===== config.mk =====
export PLATFORM = sky130hd
export DESIGN_NAME = mul16u_rr_arbiter_flat
export DESIGN_NICKNAME = d
export VERILOG_FILES = /design/src/rtl/mul16u_arb_pkg.sv /design/src/rtl/mul16u_rr_arbiter_if.sv /design/src/rtl/mul16u_nib_core.sv /design/src/rtl/mul16u_rr_arbiter.sv /design/src/flat_wrapper.sv
export SDC_FILE = /design/constraint.sdc
export NUM_CORES = 1
export LEC_CHECK = 0
export BUFFER_PORTS_ARGS = -buffer_cell sky130_fd_sc_hd__buf_2
export CAP_MARGIN = 40
export CORE_MARGIN = 3
export CORE_UTILIZATION = 40
export CTS_CLUSTER_DIAMETER = 50
export DETAILED_ROUTE_END_ITERATION = 8
export GPL_TIMING_DRIVEN = 0
export PLACE_DENSITY = 0.81
export SLEW_MARGIN = 10
export SYNTH_ARGS = -nofsm -noshare
export SYNTH_HDL_FRONTEND = slang
export SYNTH_SLANG_ARGS = --single-unit

===== constraint.sdc =====
create_clock -name clk -period 2.91 [get_ports clk]
set_input_delay 0.291 -clock clk [delete_from_list [all_inputs] [get_ports clk]]
set_output_delay 0.291 -clock clk [all_outputs]
set_load 0.05 [all_outputs]

===== src/rtl/mul16u_arb_pkg.sv =====
// Shared constants, the stage-register layout and a nibble helper for the
// shared approximate-multiplier arbiter.
package mul16u_arb_pkg;

  localparam int OP_W     = 16;
  localparam int PROD_W   = 32;
  localparam int NIB_LSB  = 12;
  localparam int NIB_W    = OP_W - NIB_LSB;
  localparam int DEF_NREQ = 4;
  // Tag storage is sized for the largest supported requester count (8).
  localparam int ID_MAX_W = 3;

  typedef struct packed {
    logic                valid;
    logic [OP_W-1:0]     a;
    logic [OP_W-1:0]     b;
    logic [ID_MAX_W-1:0] id;
  } stage_t;

  // Top nibble of an operand: the only bits the approximate core looks at.
  function automatic logic [NIB_W-1:0] top_nib(input logic [OP_W-1:0] v);
    return v[OP_W-1:NIB_LSB];
  endfunction

endpackage


===== src/rtl/mul16u_rr_arbiter_if.sv =====
// Request/response bus between accelerator lanes and the shared multiplier.
//
// Handshake rule for both channels: a transfer happens on a rising edge where
// valid and ready are both 1. A source holds valid and its payload stable
// until that edge; valid never waits on ready. req_ready is one-hot or zero
// and may depend combinationally on req_valid and rsp_ready.
interface mul16u_rr_arbiter_if #(
  parameter int NREQ = 4,
  parameter int ID_W = 2
);
  import mul16u_arb_pkg::*;

  logic [NREQ-1:0]      req_valid;
  logic [NREQ-1:0]      req_ready;
  logic [NREQ*OP_W-1:0] req_a;
  logic [NREQ*OP_W-1:0] req_b;
  logic                 rsp_valid;
  logic                 rsp_ready;
  logic [PROD_W-1:0]    rsp_data;
  logic [ID_W-1:0]      rsp_id;
  logic [31:0]          op_count;
  // Round-robin pointer, exposed for observation only.
  logic [ID_W-1:0]      dbg_ptr;

  modport slave (
    input  req_valid, req_a, req_b, rsp_ready,
    output req_ready, rsp_valid, rsp_data, rsp_id, op_count, dbg_ptr
  );

  modport master (
    output req_valid, req_a, req_b, rsp_ready,
    input  req_ready, rsp_valid, rsp_data, rsp_id, op_count, dbg_ptr
  );

endinterface


===== src/rtl/mul16u_nib_core.sv =====
// Combinational approximate 16x16 unsigned multiplier: exact product of the
// top nibbles placed in the top byte, all other bits zero. Kept as its own
// module so another approximate variant can drop in with the same ports.
module mul16u_nib_core
  import mul16u_arb_pkg::*;
(
  input  logic [OP_W-1:0]   a_i,
  input  logic [OP_W-1:0]   b_i,
  output logic [PROD_W-1:0] o_o
);

  logic [2*NIB_W-1:0] nib_prod;
  logic               unused_lsbs;

  // Widen both nibbles first so the product keeps all eight bits.
  assign nib_prod    = {{NIB_W{1'b0}}, top_nib(a_i)} * {{NIB_W{1'b0}}, top_nib(b_i)};
  assign o_o         = {nib_prod, {(PROD_W - 2*NIB_W){1'b0}}};
  // The low operand bits are deliberately ignored by this core.
  assign unused_lsbs = ^{a_i[NIB_LSB-1:0], b_i[NIB_LSB-1:0]};

endmodule


===== src/rtl/mul16u_rr_arbiter.sv =====
// Round-robin arbiter feeding a two-stage pipeline (operand register S1,
// output register S2) around one shared approximate multiplier core.
module mul16u_rr_arbiter
  import mul16u_arb_pkg::*;
#(
  parameter int NREQ = DEF_NREQ,
  parameter int ID_W = $clog2(NREQ)
) (
  input logic                clk,
  input logic                rst,
  mul16u_rr_arbiter_if.slave bus
);

  stage_t            s1_q, s1_d;
  logic              s2_valid_q, s2_valid_d;
  logic [PROD_W-1:0] s2_data_q, s2_data_d;
  logic [ID_W-1:0]   s2_id_q, s2_id_d;
  logic [ID_W-1:0]   ptr_q, ptr_d;
  logic [31:0]       op_count_q, op_count_d;

  logic              s1_adv, s2_adv;
  logic [NREQ-1:0]   grant;
  logic [ID_W-1:0]   grant_idx;
  logic [PROD_W-1:0] core_o;

  // First valid requester at or after ptr, wrapping modulo NREQ.
  function automatic logic [NREQ-1:0] rr_pick(input logic [NREQ-1:0] vld,
                                              input logic [ID_W-1:0] ptr);
    logic [NREQ-1:0] g;
    logic            found;
    int              idx;
    g     = '0;
    found = 1'b0;
    for (int k = 0; k < NREQ; k++) begin
      idx = (int'(ptr) + k) % NREQ;
      if (!found && vld[idx]) begin
        g[idx] = 1'b1;
        found  = 1'b1;
      end
    end
    return g;
  endfunction

  // Pipeline advance and grant. Reset blocks grants so no request is
  // acknowledged into a pipeline that is being cleared.
  always_comb begin
    s2_adv = !s2_valid_q || bus.rsp_ready;
    s1_adv = !s1_q.valid || s2_adv;
    grant  = (s1_adv && !rst) ? rr_pick(bus.req_valid, ptr_q) : '0;
  end

  // One-hot grant to index.
  always_comb begin
    grant_idx = '0;
    for (int i = 0; i < NREQ; i++) begin
      if (grant[i]) grant_idx = ID_W'(i);
    end
  end

  mul16u_nib_core u_core (
    .a_i (s1_q.a),
    .b_i (s1_q.b),
    .o_o (core_o)
  );

  // Next state for S1, S2, the pointer and the completion counter.
  always_comb begin
    s1_d       = s1_q;
    ptr_d      = ptr_q;
    s2_valid_d = s2_valid_q;
    s2_data_d  = s2_data_q;
    s2_id_d    = s2_id_q;
    if (s1_adv) begin
      s1_d.valid = |grant;
      if (|grant) begin
        s1_d.a  = bus.req_a[int'(grant_idx)*OP_W +: OP_W];
        s1_d.b  = bus.req_b[int'(grant_idx)*OP_W +: OP_W];
        s1_d.id = ID_MAX_W'(grant_idx);
        ptr_d   = (int'(grant_idx) == NREQ-1) ? '0 : grant_idx + 1'b1;
      end
    end
    if (s2_adv) begin
      s2_valid_d = s1_q.valid;
      s2_data_d  = core_o;
      s2_id_d    = ID_W'(s1_q.id);
    end
    op_count_d = op_count_q + ((s2_valid_q && bus.rsp_ready) ? 32'd1 : 32'd0);
  end

  // State registers; reset discards anything in flight.
  always_ff @(posedge clk) begin
    if (rst) begin
      s1_q       <= '0;
      s2_valid_q <= 1'b0;
      s2_data_q  <= '0;
      s2_id_q    <= '0;
      ptr_q      <= '0;
      op_count_q <= '0;
    end else begin
      s1_q       <= s1_d;
      s2_valid_q <= s2_valid_d;
      s2_data_q  <= s2_data_d;
      s2_id_q    <= s2_id_d;
      ptr_q      <= ptr_d;
      op_count_q <= op_count_d;
    end
  end

  assign bus.req_ready = grant;
  assign bus.rsp_valid = s2_valid_q;
  assign bus.rsp_data  = s2_data_q;
  assign bus.rsp_id    = s2_id_q;
  assign bus.op_count  = op_count_q;
  assign bus.dbg_ptr   = ptr_q;

endmodule


===== src/flat_wrapper.sv =====
// flat-port wrapper written by rule: the top's interface ports become plain ports
module mul16u_rr_arbiter_flat import mul16u_arb_pkg::*;
#(
  parameter int NREQ = DEF_NREQ,
  parameter int ID_W = $clog2(NREQ)
)
  (clk, rst, bus_req_valid, bus_req_a, bus_req_b, bus_rsp_ready, bus_req_ready, bus_rsp_valid, bus_rsp_data, bus_rsp_id, bus_op_count, bus_dbg_ptr);
  mul16u_rr_arbiter_if #(.NREQ(NREQ), .ID_W(ID_W)) bus_i ();
  input logic clk;
  input logic rst;
  input wire logic [$bits(bus_i.req_valid)-1:0] bus_req_valid;
  input wire logic [$bits(bus_i.req_a)-1:0] bus_req_a;
  input wire logic [$bits(bus_i.req_b)-1:0] bus_req_b;
  input wire logic [$bits(bus_i.rsp_ready)-1:0] bus_rsp_ready;
  output wire logic [$bits(bus_i.req_ready)-1:0] bus_req_ready;
  output wire logic [$bits(bus_i.rsp_valid)-1:0] bus_rsp_valid;
  output wire logic [$bits(bus_i.rsp_data)-1:0] bus_rsp_data;
  output wire logic [$bits(bus_i.rsp_id)-1:0] bus_rsp_id;
  output wire logic [$bits(bus_i.op_count)-1:0] bus_op_count;
  output wire logic [$bits(bus_i.dbg_ptr)-1:0] bus_dbg_ptr;
  assign bus_i.req_valid = bus_req_valid;
  assign bus_i.req_a = bus_req_a;
  assign bus_i.req_b = bus_req_b;
  assign bus_i.rsp_ready = bus_rsp_ready;
  assign bus_req_ready = bus_i.req_ready;
  assign bus_rsp_valid = bus_i.rsp_valid;
  assign bus_rsp_data = bus_i.rsp_data;
  assign bus_rsp_id = bus_i.rsp_id;
  assign bus_op_count = bus_i.op_count;
  assign bus_dbg_ptr = bus_i.dbg_ptr;
  mul16u_rr_arbiter #(.NREQ(NREQ), .ID_W(ID_W)) u_core (.clk(clk), .rst(rst), .bus(bus_i));
endmodule

==> flow_summary_export.csv, run 1 <==
group,metric,value,unit
outcome,outcome,"finished, final reports clean",
logic_synthesis,synthMuxAreaShare,4.75,%
setup_path,critPathRequiredTime,2.62,ns
logic_synthesis,synthTopCellsByArea,"dfxtp_1, ha_1, buf_4",
sta,fin_crit_sh,97.4,%
setup_path,r2r-start,"u_core.bus.dbg_ptr[1]",
logic_synthesis,ys_seq_area_share,31.8,%
die,ios,208,
logic_synthesis,synthXorXnorAreaFrac,7.69,%
logic_synthesis,syn_avg_cell_area,8.92,um^2
die,start_util,42.1,%
clock_network,numClockSinks,56,
routing,drt_iter0_drc,94,
grt,grt_pass1_vias,3052,
sta,setup_viol,0,
power_and_ir_drop,p_seq_share,27.4,%
setup_path,critPathLaunchType,"flip-flop",
setup_path,r2r_cells,13,
setup_path,ff2ff_setup_slack,0.10,ns
min_path,min_to,"u_core.s1_q[1]",
clock_network,cts_tree,"built",
placed_design,hpwl,6550,um
logic_synthesis,synthFlopType,"dfxtp_1",
routing,dr.pass1.iters,4,
sta,finalSetupTns,0,ns
sta,period_minus_slack,2.84,ns
logic_synthesis,synth-edff-count,0,
min_path,holdCritStartpoint,"rst",
cells_and_area,finalCoreUtilization,54.6,%
grt,grt_usage,17.0,%
routing,wl_per_cell,13.4,um
clock_network,h-tree-depth,2,
power_and_ir_drop,power_frac_comb,60.8,%
logic_synthesis,ys_ff_latch,56,
power_and_ir_drop,p_per_area,806,mW/mm^2
cells_and_area,final_common_cell,"buf_2",
grt,grt_start_max_net_pins,17,
clock_network,cts_buffers,5,
sta,rsz0062_at_grt,"yes",
logic_synthesis,syn-instance-count,396,
cells_and_area,area_delta_synth_final,29.7,%
power_and_ir_drop,clkPwrFrac,11.9,%
cells_and_area,nFillCells,747,
grt,antenna_found_initial,0,
sta,fin_skew,0.0102,ns
logic_synthesis,synthDistinctLibCells,49,
logic_synthesis,yosys.area_share.adder,10.1,%
clock_network,clockBufferDepth,2,
routing,routed_wl,8460,um
logic_synthesis,synth-simple-area-share,23.0,%
clock_network,clock_latency,0.31,ns
setup_path,critical_path_class,"flip-flop to primary output",
placed_design,io_buffers,87,
logic_synthesis,yosys_warnings,0,
die,core,0.00838,mm^2
placed_design,gp_congestion,0.815,
clock_network,cts_root_buf,"clkbuf_8",
routing,num_vias,3117,
min_path,whs_path_depth,3,
sta,tightest_slew,0.626,ns
placed_design,place_area,0.00430,mm^2
min_path,min_path_type,"input pin to flip-flop",
die,die_h,100,um
die,dieArea,0.00999,mm^2
power_and_ir_drop,total_power,0.00369,W
grt,grt-ovfl-total,0,
routing,drtAntennaViolNets,0,
job,cap_violations,0,
setup_path,endpoint_kind,"primary output",
die,num_rows,33,
logic_synthesis,synth_compound_area_share,13.3,%
cells_and_area,drive_gt1_share,35.9,%
logic_synthesis,synth_top_area_share,31.8,%
die,die_w,100,um
grt,grt_first_pass_wirelength,14000,um
power_and_ir_drop,switching_share,43.7,%
logic_synthesis,synth_top_family_by_area,"simple AND/OR/NAND/NOR gates",
sta,final_hold_viol_count,0,
routing,drc,0,
setup_path,crit_path_max_fanout,7,
setup_path,r2r-end,"u_core.s1_q[16]",
sta,slew_violations,0,
sta,max_slew_margin,58.3,%
logic_synthesis,syn_area,0.00353,mm^2
clock_network,clk_pin_slew,0.10,ns
power_and_ir_drop,p_leak,2.23,nW
power_and_ir_drop,switchingPower,0.00161,W
cells_and_area,diodes,0,
cells_and_area,layout_common_cells,"buf_2, nor2_1, dfxtp_1, buf_4, nand2_1",
setup_path,cp-startpoint,"u_core.bus.dbg_ptr[1]",
logic_synthesis,async_flop_share,0,%
logic_synthesis,synth_top_cell_by_area,"dfxtp_1",
routing,viasPerCell,4.94,
cells_and_area,design_area,0.00458,mm^2
sta,fmax,353,MHz
power_and_ir_drop,worst_ir_drop_vdd,542,uV
power_and_ir_drop,internal-power,0.00208,W
cells_and_area,fin_nets,687,
setup_path,arrival,2.54,ns
==> cell usage after synthesis (4+ instances only) <==
library cell	number
dfxtp_1	56
nor2_1	50
nand2_1	34
buf_4	25
ha_1	22
a21oi_1	17
xor2_1	17
nand3_1	15
xnor2_1	14
inv_1	12
and2_1	11
and3_1	10
mux2i_1	10
clkbuf_1	8
nor3_2	8
o211a_1	8
o221ai_1	8
nor2b_1	7
o21ai_0	6
a21o_1	5
buf_6	5
fa_1	4
nand4_1	4
==> worst max-delay path by stage <==
stage | to | cells past startpoint
floorplan | u_core.s1_q[18] | 13
global placement | u_core.s1_q[18] | 12
detailed placement | u_core.s1_q[18] | 12
CTS | u_core.bus.rsp_data[31] | 12
global route | u_core.s1_q[33] | 13
finish | bus_req_ready[3] | 8
==> critical path, stage by stage (launching register included) <==
cell	delay (ns)
dfxtp_4	0.38
clkinvlp_4	0.11
ha_4	0.25
or3b_4	0.41
a2111oi_4	0.28
buf_4	0.19
o21ai_2	0.08
a31oi_4	0.28
buf_4	0.25
==> logic make-up after synthesis <==
logic type | count (synthesis)
other | 1
xor gates and xnor gates | 31
adders and majority gates | 26
muxes | 13
buffers and inverters | 52
AOI/OAI and AO/OA | 60
DFF | 56
and+or+nand+nor | 157
==> metal layers <==
| layer | vias to the layer above | part of all wire [%] | global-route usage (%) |
|---|---|---|---|
| li1 | 1574 | - | - |
| met5 | - | 0 | 0 |
| met1 | 1417 | 42 | 21.0 |
| met4 | 0 | 0.77 | 3.78 |
| met3 | 9 | 7.5 | 3.61 |
| met2 | 117 | 49 | 30.3 |
==> per-stage QoR <==
step                instances  worst slack (ns)  hold WS (ns)
CTS                       628            0.0344         0.297
global route              631           -0.0566         0.294
floorplan                 419            -0.318         0.436
global placement          611            -0.259         0.441
finish                    631            0.0744         0.302
detailed placement        611            -0.313         0.444
==> power groups by stage <==
| stage | Clock, W | Combinational [W] | Sequential, W |
|---|---|---|---|
| final | 0.000438 | 0.00224 | 0.00101 |
| after detailed placement | 0 | 0.00194 | 0.00104 |
| after CTS | 0.000447 | 0.00216 | 0.00100 |
| after global placement | 0 | 0.00189 | 0.00103 |
| after floorplan | 0 | 0.00146 | 0.00114 |
| after global routing | 0.000480 | 0.00243 | 0.00103 |
==> area by class of cell <==
type	instances	area (um^2)	share of cell area [%]
Multi-Input combinational cell	311	2310	50.5
Sequential cell	56	1140	24.9
Timing Repair Buffer	102	567	12.4
Buffer	38	284	6.20
Tap cell	105	131	2.87
Clock buffer	6	82.6	1.80
Inverter	12	51.3	1.12
Clock inverter	1	8.76	0.191
==> sequential cells by signal, indices dropped and copies added, names as in the netlist <==
| name | count |
|---|---|
| u_core.bus.op_count | 32 |
| u_core.s1_q | 11 |
| u_core.bus.rsp_data | 8 |
| u_core.bus.dbg_ptr | 2 |
| u_core.bus.rsp_id | 2 |
| u_core.bus.rsp_valid | 1 |
==> what timing repair did <==
| action | 4_1_cts | 5_1_grt |
|---|---|---|
| setup endpoints to repair | 16 | 15 |
| gates cloned | 1 | 0 |
| hold buffers | 0 | 0 |
| buffers inserted | 11 | 3 |
| gates resized for setup | 21 | 8 |
| pin swaps | 13 | 13 |
No activity file was read; power rests on OpenSTA's default activity.
==> inputs of run 2 (changes only) <==
Settings changed: CORE_UTILIZATION 40 to 47, PLACE_DENSITY 0.81 to 0.82, SYNTH_HIERARCHICAL set to 1.
==> flow_summary_export.csv, run 2 <==
group,metric,value,unit
sta,period_minus_slack,2.76,ns
sta,setup_viol,0,
power_and_ir_drop,p_leak,2.76,nW
routing,routed_wl,10400,um
setup_path,crit_family,"compound AO/OA/AOI/OAI gates",
cells_and_area,diodes,0,
die,dieArea,0.0108,mm^2
die,ios,208,
job,cap_violations,0,
min_path,holdCritStartpoint,"bus_req_a[30]",
routing,num_vias,4060,
setup_path,crit_path_max_fanout,7,
setup_path,slowest_stage,"dfxtp_4",
setup_path,critPathLaunchType,"flip-flop",
routing,drc,0,
routing,dr.pass1.iters,4,
cells_and_area,fin_nets,846,
min_path,min_path_type,"input pin to flip-flop",
sta,rsz0062_at_grt,"no",
sta,fmax,362,MHz
routing,drtAntennaViolNets,0,
routing,drt_iter0_drc,89,
placed_design,post-place-ws,-0.0461,ns
placed_design,io_buffers,108,
power_and_ir_drop,p_seq_share,29.7,%
sta,max_slew_margin,60.6,%
clock_network,clockBufferDepth,2,
setup_path,ff2ff_setup_slack,0.15,ns
min_path,whs_path_depth,4,
placed_design,hpwl,8040,um
clock_network,numClockSinks,80,
clock_network,cts_tree,"built",
clock_network,h-tree-depth,3,
clock_network,clock_latency,0.34,ns
grt,grt_first_pass_wirelength,17600,um
power_and_ir_drop,power_frac_comb,50.2,%
setup_path,endpoint_kind,"flip-flop",
power_and_ir_drop,switching_share,39.5,%
die,core,0.00928,mm^2
setup_path,r2r-end,"u_core/s1_q[32]",
sta,fin_skew,0.00516,ns
sta,final_hold_viol_count,0,
sta,fin_crit_sh,94.9,%
clock_network,cts_root_buf,"clkbuf_8",
logic_synthesis,syn-instance-count,535,
grt,antenna_found_initial,0,
logic_synthesis,yosys_warnings,6,
setup_path,arrival,2.97,ns
cells_and_area,drive_gt1_share,31.9,%
setup_path,r2r-start,"u_core/bus.dbg_ptr[1]",
setup_path,crit_chain,"inv_6 -> ha_4 -> mux4_2 -> nor2b_4 -> a22o_1 -> nor3_4 -> buf_4 -> a21oi_4 -> buf_6 -> buf_6 -> o221ai_1 -> o211a_1 -> nor3_2",
power_and_ir_drop,p_per_area,799,mW/mm^2
setup_path,slowest_delay,0.40,ns
logic_synthesis,syn_area,0.00450,mm^2
power_and_ir_drop,clkPwrFrac,20.1,%
setup_path,cp_common_cell,"buf_6",
cells_and_area,finalCoreUtilization,61.6,%
grt,grt_start_max_net_pins,15,
logic_synthesis,syn_avg_cell_area,8.42,um^2
power_and_ir_drop,switchingPower,0.00181,W
grt,grt-ovfl-total,0,
setup_path,critical_path_class,"flip-flop to flip-flop",
grt,grt_pass1_vias,3921,
die,die_h,104,um
grt,grt_usage,19.3,%
sta,finalSetupTns,0,ns
clock_network,hold_buffers,0,
setup_path,path_depth,13,
sta,slew_violations,0,
sta,worst_slack,0.150,ns
clock_network,cts_buffers,9,
cells_and_area,area_delta_synth_final,27.0,%
setup_path,r2r_cells,13,
placed_design,placed_cells,795,
setup_path,worst-path-buf-inv,4,
routing,viasPerCell,4.96,
clock_network,clk_pin_slew,0.08,ns
sta,tightest_slew,0.591,ns
placed_design,place_area,0.00537,mm^2
setup_path,critPathRequiredTime,3.12,ns
die,start_util,48.5,%
die,num_rows,35,
cells_and_area,final_common_cell,"buf_2",
outcome,outcome,"finished, final reports clean",
power_and_ir_drop,worst_ir_drop_vdd,562,uV
cells_and_area,instances_no_fill,819,
setup_path,cp-startpoint,"u_core/bus.dbg_ptr[1]",
die,die_w,104,um
cells_and_area,design_area,0.00572,mm^2
min_path,min_to,"u_core/s1_q[33]",
power_and_ir_drop,internal-power,0.00276,W
routing,wl_per_cell,12.7,um
cells_and_area,layout_common_cells,"buf_2, nand2_1, dfxtp_1, nor2_1, a21oi_1",
placed_design,gp_congestion,0.875,
==> run 2: timing repair <==
| action | 4_1_cts | 5_1_grt |
|---|---|---|
| endpoints found under the setup margin | 9 | 18 |
| buffers inserted | 1 | 9 |
| pin swaps | 3 | 9 |
| resized for setup | 8 | 14 |
| hold endpoints to repair | 0 | 0 |
==> run 2: worst max path at each step <==
stage                                    endpoint
after floorplan                   u_core/s1_q[31]
after CTS                         u_core/s1_q[32]
final                             u_core/s1_q[32]
after global routing      u_core/bus.rsp_data[31]
after detailed placement          u_core/s1_q[32]
after global placement            u_core/s1_q[32]
==> run 2: power by group through the flow <==
stage          logic (W)  clock network, W  registers, W
2_1_floorplan    0.00148                 0       0.00162
3_3_place_gp     0.00207                 0       0.00137
3_5_place_dp     0.00212                 0       0.00138
4_1_cts          0.00219          0.000942       0.00135
5_1_grt          0.00248          0.000980       0.00138
6_report         0.00229          0.000921       0.00136
==> run 2: per-stage QoR <==
| step | total power [W] | hold WS, ns |
|---|---|---|
| 2_1_floorplan | 0.00310 | 0.437 |
| 3_3_place_gp | 0.00345 | 0.434 |
| 4_1_cts | 0.00448 | 0.365 |
| 5_1_grt | 0.00484 | 0.395 |
| 6_report | 0.00457 | 0.385 |
| 3_5_place_dp | 0.00350 | 0.443 |
==> run 2: layer usage <==
metal / wire length, um / track usage, % / up-vias
met5: 0 / 0 / -
met4: 95 / 4.84 / 0
met3: 556 / 4.90 / 10
met2: 5180 / 33.4 / 100
met1: 4590 / 23.9 / 1893
li1: - / - / 2057
==> run 2: layout make-up <==
type                    count  area, um^2
fillers                   817        3560
multi-input cells         395        2600
flip-flops and latches     80        1620
repair buffers            118         627
plain buffers              69         433
well taps                 129         161
clock buffers              10         138
clock inverters             6        91.3
inverters                  12        55.1
==> run 2: worst min-delay path: stages <==
cell	delay [ns]
buf_2	0.08
o221ai_1	0.09
o211a_1	0.13
nor3_2	0.09
==> inputs of run 3 (changes only) <==
Settings changed: CELL_PAD_IN_SITES_DETAIL_PLACEMENT set to 0, CELL_PAD_IN_SITES_GLOBAL_PLACEMENT set to 2, CORE_UTILIZATION 47 to 27.
==> flow_summary_export.csv, run 3 (synthesized netlist as in run 2, its figures left out) <==
group,metric,value,unit
power_and_ir_drop,worst_ir_drop_vdd,407,uV
outcome,outcome,"finished, final reports clean",
clock_network,clockBufferDepth,2,
die,core,0.0161,mm^2
die,die_w,135,um
sta,fin_skew,0.00607,ns
routing,drt_iter0_drc,103,
power_and_ir_drop,p_per_area,816,mW/mm^2
routing,met1Wirelength,5380,um
clock_network,clk_pin_slew,0.06,ns
clock_network,cts_buffers,9,
power_and_ir_drop,clkPwrFrac,24.4,%
routing,drtAntennaViolNets,0,
sta,period_minus_slack,2.82,ns
clock_network,clock_latency,0.35,ns
placed_design,post-place-ws,-0.0689,ns
clock_network,hold_buffers,0,
sta,max_slew_margin,56.4,%
die,start_util,28.0,%
routing,routed_wl,11400,um
sta,worst_slack,0.0888,ns
sta,fin_hold_ws,0.379,ns
cells_and_area,fin_nets,844,
die,dieArea,0.0183,mm^2
clock_network,cts_tree,"built",
setup_path,crit_path_max_fanout,7,
clock_network,numClockSinks,80,
sta,fmax,354,MHz
cells_and_area,diodes,0,
power_and_ir_drop,internal-power,0.00294,W
sta,slew_violations,0,
routing,drc,0,
power_and_ir_drop,switchingPower,0.00185,W
power_and_ir_drop,power_frac_comb,47.2,%
placed_design,gp_congestion,0.772,
setup_path,critical_path_class,"flip-flop to flip-flop",
power_and_ir_drop,p_seq_share,28.4,%
die,num_rows,46,
grt,grt_start_max_net_pins,13,
power_and_ir_drop,p_leak,2.80,nW
sta,final_hold_viol_count,0,
setup_path,ff2ff_setup_slack,0.09,ns
cells_and_area,layout_common_cells,"buf_2, nand2_1, dfxtp_1, a21oi_1, nor2_1",
routing,num_vias,3972,
routing,dr.pass1.iters,4,
clock_network,cts_root_buf,"clkbuf_16",
cells_and_area,nFillCells,1735,
setup_path,endpoint_kind,"flip-flop",
cells_and_area,area_delta_synth_final,30.3,%
setup_path,critPathRequiredTime,3.12,ns
sta,setup_viol,0,
min_path,min_path_type,"input pin to flip-flop",
routing,dr_wl_met2,5250,um
sta,tightest_slew,0.654,ns
routing,dr.max_layer_used,"met4",
setup_path,critPathLaunchType,"flip-flop",
sta,fin_crit_sh,96.9,%
cells_and_area,drive_gt1_share,31.0,%
die,die_h,135,um
grt,grt_usage,12.9,%
grt,antenna_found_initial,0,
routing,route.met3.wl,584,um
clock_network,h-tree-depth,3,
job,cap_violations,0,
grt,grt_first_pass_wirelength,19000,um
grt,grt_pass1_vias,4007,
routing,wl_per_cell,12.7,um
cells_and_area,final_common_cell,"buf_2",
routing,viasPerCell,4.40,
setup_path,arrival,3.03,ns
placed_design,io_buffers,108,
power_and_ir_drop,switching_share,38.6,%
die,ios,208,
grt,grt-ovfl-total,0,
placed_design,hpwl,8850,um
run 3: power by group through the flow:
| stage | clock network [W] | registers [W] | logic, W |
|---|---|---|---|
| final | 0.00117 | 0.00136 | 0.00226 |
| after floorplan | 0 | 0.00162 | 0.00148 |
| after global routing | 0.00126 | 0.00138 | 0.00246 |
| after detailed placement | 0 | 0.00138 | 0.00216 |
| after CTS | 0.00121 | 0.00136 | 0.00220 |
| after global placement | 0 | 0.00138 | 0.00213 |
run 3: worst paths after layout:
check                                        startpoint                 endpoint  cells past startpoint
worst max register to register    u_core/bus.dbg_ptr[0]          u_core/s1_q[33]                     13
worst min-delay path                      bus_req_b[28]          u_core/s1_q[15]                      4
worst min register to register  u_core/bus.rsp_data[15]  u_core/bus.rsp_data[15]                      2
worst max-delay path              u_core/bus.dbg_ptr[0]          u_core/s1_q[33]                     13
run 3: worst max-delay path: stages (launching register included):
cell and delay, ns:
dfxtp_4 0.39, inv_6 0.05, ha_4 0.26, clkbuf_8 0.14, mux4_2 0.33, nor2b_4 0.16, a22o_1 0.23, nor3_4 0.24
a41o_2 0.27, buf_4 0.12, buf_6 0.11, buf_2 0.15, o211a_1 0.19, nor3_2 0.04
run 3: routing by layer:
metal	GRT usage, %	vias up
li1	-	2047
met1	16.1	1836
met2	21.3	71
met3	4.23	18
met4	4.26	0
met5	0	-
run 3: metrics by stage:
step,power (W),utilization (%),cells,instance area [um^2],TNS (ns)
after floorplan,0.00310,-,558,4670,-0.314
after global placement,0.00351,34.0,882,5480,-0.0608
after detailed placement,0.00354,34.0,882,5480,-0.259
after CTS,0.00477,36.0,898,5810,-0.00120
after global routing,0.00510,36.4,903,5870,-0.00969
final,0.00479,36.4,903,5870,0
run 3: cell type report:
class | instances | area [um^2] | area share (%)
plain buffers | 70 | 447 | 7.61
multi-input cells | 395 | 2580 | 44.0
clock inverters | 3 | 40.0 | 0.682
repair buffers | 115 | 593 | 10.1
inverters | 12 | 52.6 | 0.895
flip-flops and latches | 80 | 1620 | 27.5
well taps | 216 | 270 | 4.60
clock buffers | 12 | 267 | 4.54
run 3: what timing repair did:
item,CTS,global route
setup buffers,1,6
setup endpoints to repair,11,18
pin swaps,2,7
gates resized for setup,4,8
